`src/rtl/debug_run_ctrl_pkg.sv`:
```
// Shared types for the debug run-control sequencer.
// State encoding is exported directly on status[1:0].
package debug_ctrl_pkg;

    typedef enum logic [1:0] {
        RUNNING  = 2'd0,
        DRAIN    = 2'd1,
        HALTED   = 2'd2,
        STEPPING = 2'd3
    } state_e;

    typedef enum logic [2:0] {
        CMD_NOP     = 3'd0,
        CMD_HALT    = 3'd1,
        CMD_RESUME  = 3'd2,
        CMD_STEP    = 3'd3,
        CMD_RUN_N   = 3'd4,
        CMD_CLR_ERR = 3'd5
    } cmd_e;

    typedef enum logic [2:0] {
        CAUSE_RESET   = 3'd0,
        CAUSE_HOST    = 3'd1,
        CAUSE_BP      = 3'd2,
        CAUSE_COUNT   = 3'd3,
        CAUSE_STEP    = 3'd4,
        CAUSE_TIMEOUT = 3'd5
    } cause_e;

    localparam logic [3:0] STAGE_ALL = 4'hF;

    function automatic logic [15:0] sat_inc(input logic [15:0] v);
        return (v == 16'hFFFF) ? v : v + 16'd1;
    endfunction

endpackage

```
`src/rtl/debug_run_ctrl_if.sv`:
```
// Host-side command/status bundle between the debug slave
// registers and the run-control sequencer.
interface debug_run_ctrl_if;

    logic        ctrl_valid;
    logic [2:0]  ctrl_cmd;
    logic [15:0] step_count;
    logic        bp_en;
    logic [31:0] bp_addr;
    logic        tx_flag;
    logic [31:0] status;

    modport master (
        output ctrl_valid,
        output ctrl_cmd,
        output step_count,
        output bp_en,
        output bp_addr,
        input  tx_flag,
        input  status
    );

    modport slave (
        input  ctrl_valid,
        input  ctrl_cmd,
        input  step_count,
        input  bp_en,
        input  bp_addr,
        output tx_flag,
        output status
    );

endinterface

```
`src/rtl/debug_run_ctrl_cycle_counter.sv`:
```
// Loadable down-counter with a zero flag; holds at zero.
// Used for pipeline drain and single-step timeout.
module dbg_cycle_counter #(
    parameter int W = 16
) (
    input  logic         CLK,
    input  logic         RST,
    input  logic         load,
    input  logic [W-1:0] load_val,
    input  logic         en,
    output logic         zero
);

    logic [W-1:0] count;

    always_ff @(posedge CLK or negedge RST) begin
        if (!RST) begin
            count <= '0;
        end else if (load) begin
            count <= load_val;
        end else if (en && count != '0) begin
            count <= count - 1'b1;
        end
    end

    assign zero = (count == '0);

endmodule

```
`src/rtl/debug_run_ctrl.sv`:
```
// Debug run-control sequencer: halt/resume/step/run-N and PC
// breakpoint, producing the core freeze controls.
module debug_run_ctrl
    import debug_ctrl_pkg::*;
#(
    parameter int PIPE_DEPTH    = 4,
    parameter int STEP_TIMEOUT  = 64,
    parameter int HALT_ON_RESET = 0
) (
    input  logic               CLK,
    input  logic               RST,
    debug_run_ctrl_if.slave    host,
    input  logic [31:0]        pc_current,
    input  logic               core_retire,
    output logic               debug,
    output logic [3:0]         enable_ext,
    output logic               enable_pc_ext
);

    localparam state_e RST_ST =
        (HALT_ON_RESET != 0) ? HALTED : RUNNING;
    localparam logic [15:0] DRAIN_LD = 16'(PIPE_DEPTH - 1);
    localparam logic [15:0] STEP_LD  = 16'(STEP_TIMEOUT - 1);

    state_e      state_q, state_d;
    cause_e      cause_q, cause_d;
    logic        first_q;
    logic        err_q, to_q;
    logic        runn_q;
    logic [15:0] step_q;
    logic [15:0] cnt_q;

    logic err_set, err_clr, to_set, clr_cnt;
    logic acc_run, acc_res;
    logic drain_zero, step_zero;
    logic bp_hit, cnt_hit;

    logic c_halt, c_resume, c_step, c_runn, c_clr, c_bad;

    assign c_halt   = host.ctrl_valid && host.ctrl_cmd == CMD_HALT;
    assign c_resume = host.ctrl_valid && host.ctrl_cmd == CMD_RESUME;
    assign c_step   = host.ctrl_valid && host.ctrl_cmd == CMD_STEP;
    assign c_runn   = host.ctrl_valid && host.ctrl_cmd == CMD_RUN_N;
    assign c_clr    = host.ctrl_valid && host.ctrl_cmd == CMD_CLR_ERR;
    assign c_bad    = host.ctrl_valid && host.ctrl_cmd > 3'd5;

    // first_q masks the compare so the core can leave a halted-on BP
    assign bp_hit  = host.bp_en && !first_q &&
                     (pc_current == host.bp_addr);
    assign cnt_hit = runn_q && core_retire &&
                     (sat_inc(cnt_q) == step_q);

    always_comb begin
        state_d = state_q;
        cause_d = cause_q;
        err_set = c_bad;
        err_clr = c_clr;
        to_set  = 1'b0;
        clr_cnt = 1'b0;
        acc_run = 1'b0;
        acc_res = 1'b0;
        unique case (state_q)
            RUNNING: begin
                if (c_resume || c_step || c_runn) err_set = 1'b1;
                if (bp_hit) begin
                    state_d = DRAIN;
                    cause_d = CAUSE_BP;
                end else if (cnt_hit) begin
                    state_d = DRAIN;
                    cause_d = CAUSE_COUNT;
                end else if (c_halt) begin
                    state_d = DRAIN;
                    cause_d = CAUSE_HOST;
                end
            end
            DRAIN: begin
                if (c_halt || c_resume || c_step || c_runn)
                    err_set = 1'b1;
                if (drain_zero) state_d = HALTED;
            end
            HALTED: begin
                if (c_resume) begin
                    state_d = RUNNING;
                    acc_res = 1'b1;
                    clr_cnt = 1'b1;
                end else if (c_step) begin
                    state_d = STEPPING;
                    clr_cnt = 1'b1;
                end else if (c_runn) begin
                    if (host.step_count == 16'd0) begin
                        err_set = 1'b1;
                    end else begin
                        state_d = RUNNING;
                        acc_run = 1'b1;
                        clr_cnt = 1'b1;
                    end
                end
            end
            STEPPING: begin
                if (c_halt || c_resume || c_step || c_runn)
                    err_set = 1'b1;
                if (core_retire) begin
                    state_d = HALTED;
                    cause_d = CAUSE_STEP;
                end else if (step_zero) begin
                    state_d = HALTED;
                    cause_d = CAUSE_TIMEOUT;
                    to_set  = 1'b1;
                end
            end
        endcase
    end

    always_ff @(posedge CLK or negedge RST) begin
        if (!RST) begin
            state_q <= RST_ST;
            cause_q <= CAUSE_RESET;
            first_q <= 1'b0;
            err_q   <= 1'b0;
            to_q    <= 1'b0;
            runn_q  <= 1'b0;
            step_q  <= '0;
            cnt_q   <= '0;
        end else begin
            state_q <= state_d;
            cause_q <= cause_d;
            first_q <= (state_d != state_q);
            err_q   <= err_set | (err_q & ~err_clr);
            to_q    <= to_set | (to_q & ~err_clr);
            if (acc_run) begin
                runn_q <= 1'b1;
                step_q <= host.step_count;
            end else if (acc_res) begin
                runn_q <= 1'b0;
            end
            if (clr_cnt) cnt_q <= '0;
            else if (core_retire) cnt_q <= sat_inc(cnt_q);
        end
    end

    dbg_cycle_counter #(.W(16)) u_drain (
        .CLK      (CLK),
        .RST      (RST),
        .load     (state_d == DRAIN && state_q != DRAIN),
        .load_val (DRAIN_LD),
        .en       (state_q == DRAIN),
        .zero     (drain_zero)
    );

    dbg_cycle_counter #(.W(16)) u_step (
        .CLK      (CLK),
        .RST      (RST),
        .load     (state_d == STEPPING && state_q != STEPPING),
        .load_val (STEP_LD),
        .en       (state_q == STEPPING),
        .zero     (step_zero)
    );

    always_comb begin
        debug         = 1'b1;
        enable_ext    = '0;
        enable_pc_ext = 1'b0;
        unique case (state_q)
            RUNNING: begin
                debug         = 1'b0;
                enable_ext    = STAGE_ALL;
                enable_pc_ext = 1'b1;
            end
            DRAIN:    enable_ext = STAGE_ALL;
            HALTED:   enable_ext = '0;
            STEPPING: begin
                enable_ext    = STAGE_ALL;
                enable_pc_ext = first_q;
            end
        endcase
    end

    assign host.tx_flag = (state_q == HALTED) && first_q;
    assign host.status  = {cnt_q, 9'd0, to_q, err_q,
                           cause_q, state_q};

endmodule

```
`src/flat_wrapper.sv`:
```
// flat-port wrapper written by rule: the top's interface ports become plain ports
module debug_run_ctrl_flat import debug_ctrl_pkg::*;
#(
    parameter int PIPE_DEPTH    = 4,
    parameter int STEP_TIMEOUT  = 64,
    parameter int HALT_ON_RESET = 0
)
  (CLK, RST, pc_current, core_retire, debug, enable_ext, enable_pc_ext, host_ctrl_valid, host_ctrl_cmd, host_step_count, host_bp_en, host_bp_addr, host_tx_flag, host_status);
  debug_run_ctrl_if host_i ();
  input  logic CLK;
  input  logic RST;
  input  logic [31:0] pc_current;
  input  logic core_retire;
  output logic debug;
  output logic [3:0] enable_ext;
  output logic enable_pc_ext;
  input wire logic [$bits(host_i.ctrl_valid)-1:0] host_ctrl_valid;
  input wire logic [$bits(host_i.ctrl_cmd)-1:0] host_ctrl_cmd;
  input wire logic [$bits(host_i.step_count)-1:0] host_step_count;
  input wire logic [$bits(host_i.bp_en)-1:0] host_bp_en;
  input wire logic [$bits(host_i.bp_addr)-1:0] host_bp_addr;
  output wire logic [$bits(host_i.tx_flag)-1:0] host_tx_flag;
  output wire logic [$bits(host_i.status)-1:0] host_status;
  assign host_i.ctrl_valid = host_ctrl_valid;
  assign host_i.ctrl_cmd = host_ctrl_cmd;
  assign host_i.step_count = host_step_count;
  assign host_i.bp_en = host_bp_en;
  assign host_i.bp_addr = host_bp_addr;
  assign host_tx_flag = host_i.tx_flag;
  assign host_status = host_i.status;
  debug_run_ctrl #(.PIPE_DEPTH(PIPE_DEPTH), .STEP_TIMEOUT(STEP_TIMEOUT), .HALT_ON_RESET(HALT_ON_RESET)) u_core (.CLK(CLK), .RST(RST), .host(host_i), .pc_current(pc_current), .core_retire(core_retire), .debug(debug), .enable_ext(enable_ext), .enable_pc_ext(enable_pc_ext));
endmodule
```
`config.mk`:
```
export PLATFORM = sky130hd
export DESIGN_NAME = debug_run_ctrl_flat
export DESIGN_NICKNAME = d
export VERILOG_FILES = /design/src/rtl/debug_run_ctrl_pkg.sv /design/src/rtl/debug_run_ctrl_if.sv /design/src/rtl/debug_run_ctrl_cycle_counter.sv /design/src/rtl/debug_run_ctrl.sv /design/src/flat_wrapper.sv
export SDC_FILE = /design/constraint.sdc
export NUM_CORES = 1
export LEC_CHECK = 0
export CORE_ASPECT_RATIO = 0.75
export CORE_MARGIN = 3
export CORE_UTILIZATION = 45
export CTS_CLUSTER_SIZE = 16
export DETAILED_ROUTE_END_ITERATION = 16
export MAX_ROUTING_LAYER = met4
export PLACE_DENSITY = 0.85
export SYNTH_ARGS = -nofsm -noshare
export SYNTH_HDL_FRONTEND = slang
export SYNTH_SLANG_ARGS = --single-unit
```
`constraint.sdc`:
```
create_clock -name CLK -period 4.2 [get_ports CLK]
set_clock_uncertainty 0.05 [all_clocks]
set_input_delay 0.84 -clock CLK [delete_from_list [all_inputs] [get_ports CLK]]
set_output_delay 0.84 -clock CLK [all_outputs]
set_load 0.005 [all_outputs]
```
==> summary.txt, run 1 <==
Floorplan
  – Die height: 97.5 microns
  – DIE WIDTH: between 100 and 150 microns
  – Ports: between 100 and 150
  – DIE AREA: 0.0125 sq mm
  – Initial core utilization: 0.476
  – Core Area: around 0.011 sq mm
  – Row Count: 32

Detailed routing
  – Met3 routed WL: about 1.0 mm
  – Via density: between 5 and 6
  – Drt wl/cell: about 17 microns
  – DR iter-0 viols: 304
  – Routed WL: 13.7 mm
  – Drt drc: 0
  – DR WL met2: about 6.6 mm
  – Antenna Nets Post-Route: 0
  – Routed length on met1: just under 6 mm
  – Drt pass-1 iters: 5
  – Vias: 4604
  – Top routing layer used: met4

Layout
  – Fillers: ~840
  – Layout Nets: between 700 and 800
  – Final cell utilization of the core: 0.617
  – Non-Filler Instances: ~790
  – Commonest non-fill, non-tap cells in the layout: clkdlybuf4s50_1, dfrtp_1, nor2_1
  – Area Overhead vs Synth: 29.7%
  – Final instance area: 0.00652 sq mm
  – Layout cells sized above 1: 0.0881
  – Leading cell type in the layout, fill and taps excluded: clkdlybuf4s50_1
  – Diode count: 0

Synthesis
  – Syn Area/Cell: roughly 9 sq um
  – Synth warn: 0
  – Number of distinct library cells after synthesis: 62
  – Main synth FF type: dfrtp_1
  – Seq cells post-synth: 73
  – Cell area after synthesis: 0.00503 sq mm
  – Seq/Total Area, Yosys: 0.363
  – Number of enable flip-flop cells after synthesis: 0
  – Synth async-reset ratio: 1.00
  – Post-synth top area cell: dfrtp_1
  – Top post-synthesis cells by area: dfrtp_1, xor2_1, xnor2_1
  – Cells after synthesis: 550
  – Yosys top cell area share: 0.363

Power and ir drop
  – Int Power: 1.96 mW
  – Power share of the combinational group: 0.375
  – Net switching power: ~1.1 mW
  – PD cells: 472 mW/mm^2
  – Sw Ratio: 0.363
  – VDD IR max: about 230 uV
  – Total power: a little over 3 mW
  – Leakage power: 2.61 nW
  – Register share of total power: 0.364
  – Clock share of power: 0.261

STA
  – Least-Margin Pin Slew: ~0.74 ns
  – Final slew viol count: 0
  – Max-slew headroom: 0.506
  – Number of setup violations in the final report: 0
  – Highest Clock Rate: 268 MHz
  – Final setup TNS: 0 ns
  – Final min period: around 3.7 ns
  – RSZ-0062 raised after global routing: false
  – Tcrit/Tclk final: 0.888
  – Final hold vios: 0
  – Fin worst setup slack: 0.470 ns
  – Hold WS: 0.428 ns

Global route
  – Largest net degree at the start of global routing: 52
  – First-pass GRT wire length: about 23 mm
  – GR Overflow Total: 0
  – Aggregate global-route resource usage: 0.226
  – Initial antenna violation count: 0
  – Vias in the first global route: about 4500

Placed design
  – Placed insts: about 800
  – HPWL after DPL: between 10 and 15 mm
  – Port buffer count: around 120
  – RD Place Congestion: slightly above 0.9
  – Pre-CTS WS: between 0.3 and 0.4 ns
  – Area of placed instances: just over 0.006 sq mm

Critical path
  – Worst setup SP type: flip-flop
  – CP Class: reg -> reg
  – Worst EP arrival: 3.93 ns
  – CP Data Required Time: roughly 4.4 ns
  – Worst Path Max Fanout: 11
  – Critical Path End Type: flip-flop

CTS
  – Clk pin slew, worst setup/hold paths: about 0.060 ns
  – CTS Buf Count: 9
  – Clk sinks: 73
  – Cts repair resizes: 0
  – CTS tree: built
  – Hold_buf cts: 0
  – Clock latency on the worst-skew pair: approximately 0.34 ns
  – Root Driver: clkbuf_16
  – Setup bufs post-CTS: 0
  – CTS max path bufs: 2
  – H-tree depth: 3

Hold path
  – Worst hold path type: in -> async

Flow run
  – MaxCap Viol Count: 0

Status
  – Status: complete, no violations
## layer usage
layer	vias up	GRT usage
li1	2173	-
met1	2222	0.296
met2	188	0.362
met3	21	0.0505
met4	0	0.0498
met5	-	-
## layout make-up
| cell class | count | area (sq um) | area share |
|---|---|---|---|
| multi-input combinational | 431 | 2950 | 0.452 |
| tap | 136 | 170 | 0.0261 |
| sequential | 73 | 1830 | 0.280 |
| clock inverter | 6 | 73.8 | 0.0113 |
| clock buffer | 10 | 239 | 0.0366 |
| timing repair buffer | 122 | 1200 | 0.185 |
| inverter | 16 | 60.1 | 0.00921 |
## critical path, stage by stage, from the launching register on
cell and delay (ns):
dfrtp_1 0.48, ha_1 0.35, and4_1 0.44, nand4_1 0.38, mux2i_1 0.21, a2111oi_0 0.26
and4b_1 0.35, a211oi_1 0.13, nor3_2 0.45, inv_1 0.30, a21oi_1 0.24
## state kept, by name, summed over array words and instances, names as in the netlist
name / flops
u_core.to_q: 1
u_core.cnt_q: 16
u_core.u_step.count: 16
u_core.runn_q: 1
u_core.step_q: 16
u_core.cause_q: 3
u_core.u_drain.count: 16
u_core.first_q: 1
u_core.err_q: 1
u_core.state_q: 2
## worst paths after layout
check                                     start                       to  slack, ns  cells past startpoint
max in group asynchronous                   RST          u_core.cnt_q[8]       2.62                      2
min in group CLK                   u_core.err_q             u_core.err_q       0.45                      2
worst max register to register  u_core.cnt_q[0]  u_core.u_step.count[14]       0.47                     10
worst min-delay path                        RST   u_core.u_step.count[9]       0.43                      1
worst max-delay path            u_core.cnt_q[0]  u_core.u_step.count[14]       0.47                     10
worst min register to register     u_core.err_q             u_core.err_q       0.45                      2
## cell usage after synthesis (2+ instances only)
cell type,number
o211ai_1,5
or4_1,5
nor4_1,23
nor3b_1,5
o41ai_1,2
a211oi_2,2
nand3b_1,4
xnor2_1,31
a21oi_1,29
nor3_1,18
and2_1,2
nand3_1,19
buf_4,16
buf_2,10
dfrtp_1,73
ha_1,8
a211o_1,4
mux2_2,18
a2111oi_4,2
o21a_1,5
or3_1,8
xor2_1,49
a211oi_1,5
mux2i_1,4
nand2b_1,10
inv_1,16
and3_1,6
nor4_4,2
a311oi_1,2
o21ai_0,21
clkbuf_1,11
nand2_1,32
o22ai_1,4
or2_2,5
nand4_1,12
nor2_1,50
a31oi_1,3
and4_1,5
## power by group through the flow
stage / logic [mW] / clock network, mW / registers, mW
after floorplan: 0.812 / 0 / 1.04
after global placement: 1.09 / 0 / 1.11
after detailed placement: 1.14 / 0 / 1.12
after CTS: 1.16 / 0.815 / 1.11
after global routing: 1.27 / 0.852 / 1.15
final: 1.15 / 0.802 / 1.12
## cells by family (layout without fill, tap and decap cells)
family | Yosys count | after routing | share of synthesized area
adders and majority gates | 8 | 8 | 0.0199
DFF | 73 | 73 | 0.363
xor gates and xnor gates | 80 | 80 | 0.139
AOI/OAI and AO/OA | 97 | 97 | 0.134
and+or+nand+nor | 215 | 215 | 0.238
other | 1 | 9 | 0.000746
buffers and inverters | 54 | 154 | 0.0562
muxes | 22 | 22 | 0.0483
(Power assumes the default switching activity.)
==> inputs of run 2 (changes only) <==
Settings changed: CORE_MARGIN 3 to 1.5, CTS_CLUSTER_DIAMETER set to 50.
==> run 2 against run 1 <==
- die area shrank 5.3%
- core utilization fell by 1.8 points
- sequential power barely moved
- critical path depth decreased by 1
- largest cell class unchanged
==> summary.txt, run 2 (synthesized netlist as in run 1, its figures left out) <==
Status
  – Status: complete, no violations

Floorplan
  – DIE WIDTH: 125 microns (-2.3%)
  – DIE AREA: 0.0118 sq mm (-5.3%)
  – Die height: 94.5 microns (-3.1%)
  – Core Area: 0.0109 sq mm (+3.1%)
  – Initial core utilization: 0.461 (-0.0144)
  – Row Count: 33 (+3.1%)
  – Ports: 127 (unchanged)

Global route
  – GR peak layer: met2
  – Met3 usage: 0.0793 (+0.0288)
  – Aggregate global-route resource usage: 0.254 (+0.0271)
  – Vias in the first global route: 4653 (+3.4%)
  – GR Overflow Total: 0 (unchanged)
  – First-pass GRT wire length: 23.2 mm (+2.6%)
  – Largest net degree at the start of global routing: 41 (-21%)
  – Grt met2 use: 0.404 (+0.0423)
  – Met1 Use GR: 0.311 (+0.0158)
  – Initial antenna violation count: 0 (unchanged)

Power and ir drop
  – Int Power: 1.96 mW (-0.26%)
  – Leakage power: 2.61 nW (-0.15%)
  – Net switching power: 1.14 mW (+2.2%)
  – Power share of the combinational group: 0.381 (+0.006)
  – PD cells: 474 mW/mm^2 (+0.53%)
  – Register share of total power: 0.361 (-0.003)
  – Clock share of power: 0.258 (-0.003)
  – Sw Ratio: 0.368 (+0.00571)
  – VDD IR max: 249 uV (+6.0%)

STA
  – Number of setup violations in the final report: 0 (unchanged)
  – Final min period: 3.57 ns (-0.157 ns)
  – Tcrit/Tclk final: 0.851 (-0.0375)
  – Highest Clock Rate: 280 MHz (+4.4%)
  – Max-slew headroom: 0.392 (-0.114)
  – Least-Margin Pin Slew: 0.913 ns (+0.171 ns)
  – RSZ-0062 raised after global routing: false
  – Final setup TNS: 0 ns (unchanged)
  – Final hold vios: 0 (unchanged)
  – Final slew viol count: 0 (unchanged)

Layout
  – Layout cells sized above 1: 0.0895 (+0.00138)
  – Final cell utilization of the core: 0.599 (-0.0180)
  – Leading cell type in the layout, fill and taps excluded: clkdlybuf4s50_1
  – Multi-input logic area: 0.00295 sq mm (unchanged)
  – Commonest non-fill, non-tap cells in the layout: clkdlybuf4s50_1, dfrtp_1, nor2_1
  – Diode count: 0 (unchanged)
  – Layout Nets: 750 (+0.13%)
  – Reg area: 0.00183 sq mm (unchanged)
  – Area Overhead vs Synth: 29.9%
  – Fillers: 917 (+8.8%)

CTS
  – Clk sinks: 73 (unchanged)
  – Clock latency on the worst-skew pair: 0.35 ns (about the same)
  – CTS max path bufs: 2 (unchanged)
  – Root Driver: clkbuf_16
  – CTS tree: built
  – CTS Buf Count: 9 (unchanged)
  – Setup bufs post-CTS: 0 (unchanged)
  – Clk pin slew, worst setup/hold paths: 0.06 ns (about the same)
  – Cts repair resizes: 0 (unchanged)
  – H-tree depth: 3 (unchanged)
  – Hold_buf cts: 0 (unchanged)

Flow run
  – MaxCap Viol Count: 0 (unchanged)

Placed design
  – Port buffer count: 117 (unchanged)
  – RD Place Congestion: 0.960 (+3.1%)
  – HPWL after DPL: 10.7 mm (+1.3%)

Critical path
  – Critical Path End Type: flip-flop
  – Worst Path Max Fanout: 9 (-2)
  – CP Data Required Time: 4.38 ns (-0.02 ns)
  – CP Class: reg -> reg
  – Worst EP arrival: 3.75 ns (-0.18 ns)
  – Worst setup SP type: flip-flop

Hold path
  – Worst hold path type: reg -> reg

Detailed routing
  – Drt wl/cell: 17.4 microns (+0.59%)
  – Drt drc: 0 (unchanged)
  – Antenna Nets Post-Route: 0 (unchanged)
  – DR iter-0 viols: 400 (+32%)
  – Via density: 5.80 (about the same)
  – Vias: 4634 (+0.65%)
  – Routed WL: 13.9 mm (+1.2%)
  – Drt pass-1 iters: 5 (unchanged)
run 2: worst paths after layout:
kind	startpoint	end	slack, ns	depth (start not counted)
setup / recovery	u_core.cnt_q[0]	u_core.cause_q[2]	0.63	9
hold / removal	u_core.err_q	u_core.err_q	0.43	2
setup reg to reg	u_core.cnt_q[0]	u_core.cause_q[2]	0.63	9
hold reg to reg	u_core.err_q	u_core.err_q	0.43	2
max in group asynchronous	RST	u_core.u_step.count[14]	2.54	2
min in group asynchronous	RST	u_core.cnt_q[8]	0.58	1
run 2: layout make-up:
cell class	instances	area share
clock inverter	7	0.0126
inverter	16	0.00920
clock buffer	9	0.0345
tap	140	0.0268
sequential	73	0.280
multi-input combinational	431	0.452
timing repair buffer	123	0.186
run 2: stage by stage:
stage	instances	hold WS (ns)	power (mW)	worst slack, ns	area (sq um)
final	799	0.432	3.10	0.628	6530
after global routing	799	0.470	3.28	0.443	6530
after floorplan	558	0.396	1.86	1.05	5060
after global placement	783	0.428	2.23	0.608	6220
after detailed placement	783	0.421	2.29	0.506	6220
after CTS	799	0.434	3.10	0.660	6530
run 2: metal layers:
| metal | wire length (microns) | part of all wire | vias up |
|---|---|---|---|
| li1 | - | - | 2159 |
| met1 | 5880 | 0.42 | 2249 |
| met2 | 6700 | 0.48 | 202 |
| met3 | 1070 | 0.077 | 24 |
| met4 | 234 | 0.017 | 0 |
| met5 | 0 | 0 | - |
run 2: critical path: stages, from the launching register on:
cell and delay [ns]:
dfrtp_1 0.47, ha_1 0.33, and4_1 0.35, nand3_1 0.16, nor3b_1 0.63, a21oi_1 0.15, a2111oi_4 0.43, nand3_4 0.20
a211oi_2 0.31, mux2_2 0.37
run 2: power groups by stage:
stage,Clock (mW),Sequential [mW],Combinational [mW]
2_1_floorplan,0,1.04,0.812
3_3_place_gp,0,1.11,1.12
3_5_place_dp,0,1.12,1.17
4_1_cts,0.814,1.11,1.18
5_1_grt,0.846,1.14,1.29
6_report,0.799,1.12,1.18
==> inputs of run 3 (changes only) <==
Settings changed: CORE_MARGIN 1.5 to 8, CORE_UTILIZATION 45 to 50, PLACE_DENSITY 0.85 to 0.88.
==> run 3 against run 2 <==
- register-to-register slack lost 0.29 ns
- largest cell class unchanged
- largest power group unchanged
- highest routed layer unchanged
- clock-buffer cell count grew 1
- total power grew 1.2%
==> summary.txt, run 3 (synthesized netlist as in run 1, its figures left out) <==
STA
  – Tcrit/Tclk final: 0.921 (+0.0701)
  – Least-Margin Pin Slew: 0.849 ns (-0.0636 ns)
  – Final hold vios: 0 (unchanged)
  – RSZ-0062 raised after global routing: false
  – Final min period: 3.87 ns (+0.295 ns)
  – Final slew viol count: 0 (unchanged)
  – Number of setup violations in the final report: 0 (unchanged)
  – Highest Clock Rate: 259 MHz (-7.6%)
  – Final setup TNS: 0 ns (unchanged)
  – Max-slew headroom: 0.434 (+0.0424)

Power and ir drop
  – Int Power: 2.00 mW (+2.3%)
  – Power share of the combinational group: 0.381 (about the same)
  – VDD IR max: 382 uV (+54%)
  – Clock share of power: 0.260 (+0.002)
  – Sw Ratio: 0.362 (-0.00696)
  – Net switching power: 1.13 mW (-0.75%)
  – Register share of total power: 0.358 (-0.003)
  – Leakage power: 2.61 nW (about the same)
  – PD cells: 481 mW/mm^2 (+1.4%)
  – Total power: 3.13 mW (+1.2%)

Layout
  – Final instance area: 0.00652 sq mm (-0.21%)
  – Area Overhead vs Synth: 29.6%
  – Multi-input logic area: 0.00295 sq mm (unchanged)
  – Commonest non-fill, non-tap cells in the layout: clkdlybuf4s50_1, dfrtp_1, nor2_1
  – Layout Nets: 749 (-0.13%)
  – Reg area: 0.00183 sq mm (unchanged)
  – Fillers: 760 (-17%)
  – Leading cell type in the layout, fill and taps excluded: clkdlybuf4s50_1
  – Diode count: 0 (unchanged)
  – Non-Filler Instances: 790 (-1.1%)
  – Layout cells sized above 1: 0.0866 (-0.00290)

Critical path
  – Critical Path End Type: flip-flop
  – CP Class: reg -> reg
  – Worst setup SP type: flip-flop
  – Worst reg2reg path depth: 10 (+1)
  – Worst reg2reg endpoint: u_core.u_drain.count[7]
  – CP Data Required Time: 4.35 ns (-0.03 ns)
  – Worst EP arrival: 4.02 ns (+0.27 ns)
  – Worst Path Max Fanout: 9 (unchanged)
  – R2r setup slk: 0.33 ns (-0.29 ns)
  – FF-to-FF Start: u_core.cnt_q[0]

CTS
  – Cts repair resizes: 0 (unchanged)
  – Clock latency on the worst-skew pair: 0.34 ns (about the same)
  – Clk pin slew, worst setup/hold paths: 0.06 ns (about the same)
  – H-tree depth: 3 (unchanged)
  – CTS max path bufs: 2 (unchanged)
  – Hold_buf cts: 0 (unchanged)
  – Setup bufs post-CTS: 0 (unchanged)
  – Clk sinks: 73 (unchanged)
  – CTS tree: built
  – Root Driver: clkbuf_16
  – CTS Buf Count: 9 (unchanged)

Global route
  – Vias in the first global route: 4810 (+3.4%)
  – Largest net degree at the start of global routing: 49 (+20%)
  – Initial antenna violation count: 0 (unchanged)
  – First-pass GRT wire length: 24.5 mm (+5.8%)
  – GR Overflow Total: 0 (unchanged)
  – Aggregate global-route resource usage: 0.231 (-0.0223)

Detailed routing
  – Routed WL: 15.0 mm (+8.2%)
  – Drt wl/cell: 19.0 microns (+9.4%)
  – Antenna Nets Post-Route: 0 (unchanged)
  – Via density: 5.96 (+2.8%)
  – DR iter-0 viols: 531 (+33%)
  – Drt drc: 0 (unchanged)
  – Vias: 4709 (+1.6%)
  – Drt pass-1 iters: 5 (unchanged)

Hold path
  – Worst hold path type: in -> async

Floorplan
  – Core Area: 0.00974 sq mm (-11%)
  – Die height: 103 microns (+8.8%)
  – Row Count: 31 (-6.1%)
  – DIE WIDTH: 132 microns (+5.4%)
  – Initial core utilization: 0.516 (+0.0552)
  – DIE AREA: 0.0136 sq mm (+15%)
  – Ports: 127 (unchanged)

Placed design
  – Area of placed instances: 0.00620 sq mm (-0.28%)
  – Port buffer count: 117 (unchanged)
  – RD Place Congestion: 0.924 (-3.7%)
  – Placed insts: 774 (-1.1%)
  – HPWL after DPL: 11.7 mm (+9.3%)

Flow run
  – MaxCap Viol Count: 0 (unchanged)

Status
  – Status: complete, no violations
## run 3: stage by stage
step | hold WS [ns] | util | setup slack (ns)
after floorplan | 0.396 | - | 1.05
after global placement | 0.435 | 0.637 | 0.290
after detailed placement | 0.455 | 0.637 | 0.236
after CTS | 0.466 | 0.669 | 0.380
after global routing | 0.471 | 0.669 | 0.0477
final | 0.451 | 0.669 | 0.333
## run 3: worst max-delay path: stages, from the launching register on
cell	delay, ns
dfrtp_1	0.51
ha_1	0.38
nand4_1	0.30
nor4_4	0.46
mux2i_1	0.16
a2111oi_0	0.40
and4b_1	0.41
nand3_4	0.19
a2111oi_4	0.57
buf_4	0.26
a21oi_1	0.06
## run 3: layout make-up
| cell class | instances | share of cell area |
|---|---|---|
| clock inverters | 6 | 0.0127 |
| inverters | 16 | 0.00922 |
| repair buffers | 122 | 0.185 |
| clock buffers | 10 | 0.0351 |
| multi-input cells | 431 | 0.452 |
| well taps | 132 | 0.0254 |
| flip-flops and latches | 73 | 0.280 |
## run 3: worst max-delay path by stage
stage	start	to	slack, ns
after global routing	u_core.cnt_q[0]	u_core.u_step.count[9]	0.05
after detailed placement	host_step_count[9]	u_core.u_drain.count[1]	0.24
after CTS	u_core.cnt_q[0]	u_core.u_drain.count[7]	0.38
after global placement	host_step_count[9]	u_core.u_drain.count[1]	0.29
final	u_core.cnt_q[0]	u_core.u_drain.count[7]	0.33
after floorplan	u_core.cnt_q[0]	u_core.u_drain.count[10]	1.05
## run 3: power groups by stage
stage	logic [mW]	registers (mW)	clock network [mW]
floorplan	0.812	1.04	0
global placement	1.12	1.10	0
detailed placement	1.17	1.12	0
CTS	1.19	1.11	0.824
global route	1.30	1.15	0.859
finish	1.19	1.12	0.816
## run 3: layer usage
metal | wire, microns | GRT usage | up-vias
li1 | - | - | 2163
met5 | 0 | - | -
met1 | 6240 | 0.279 | 2303
met4 | 161 | 0.0589 | 0
met3 | 1260 | 0.0584 | 21
met2 | 7350 | 0.385 | 222
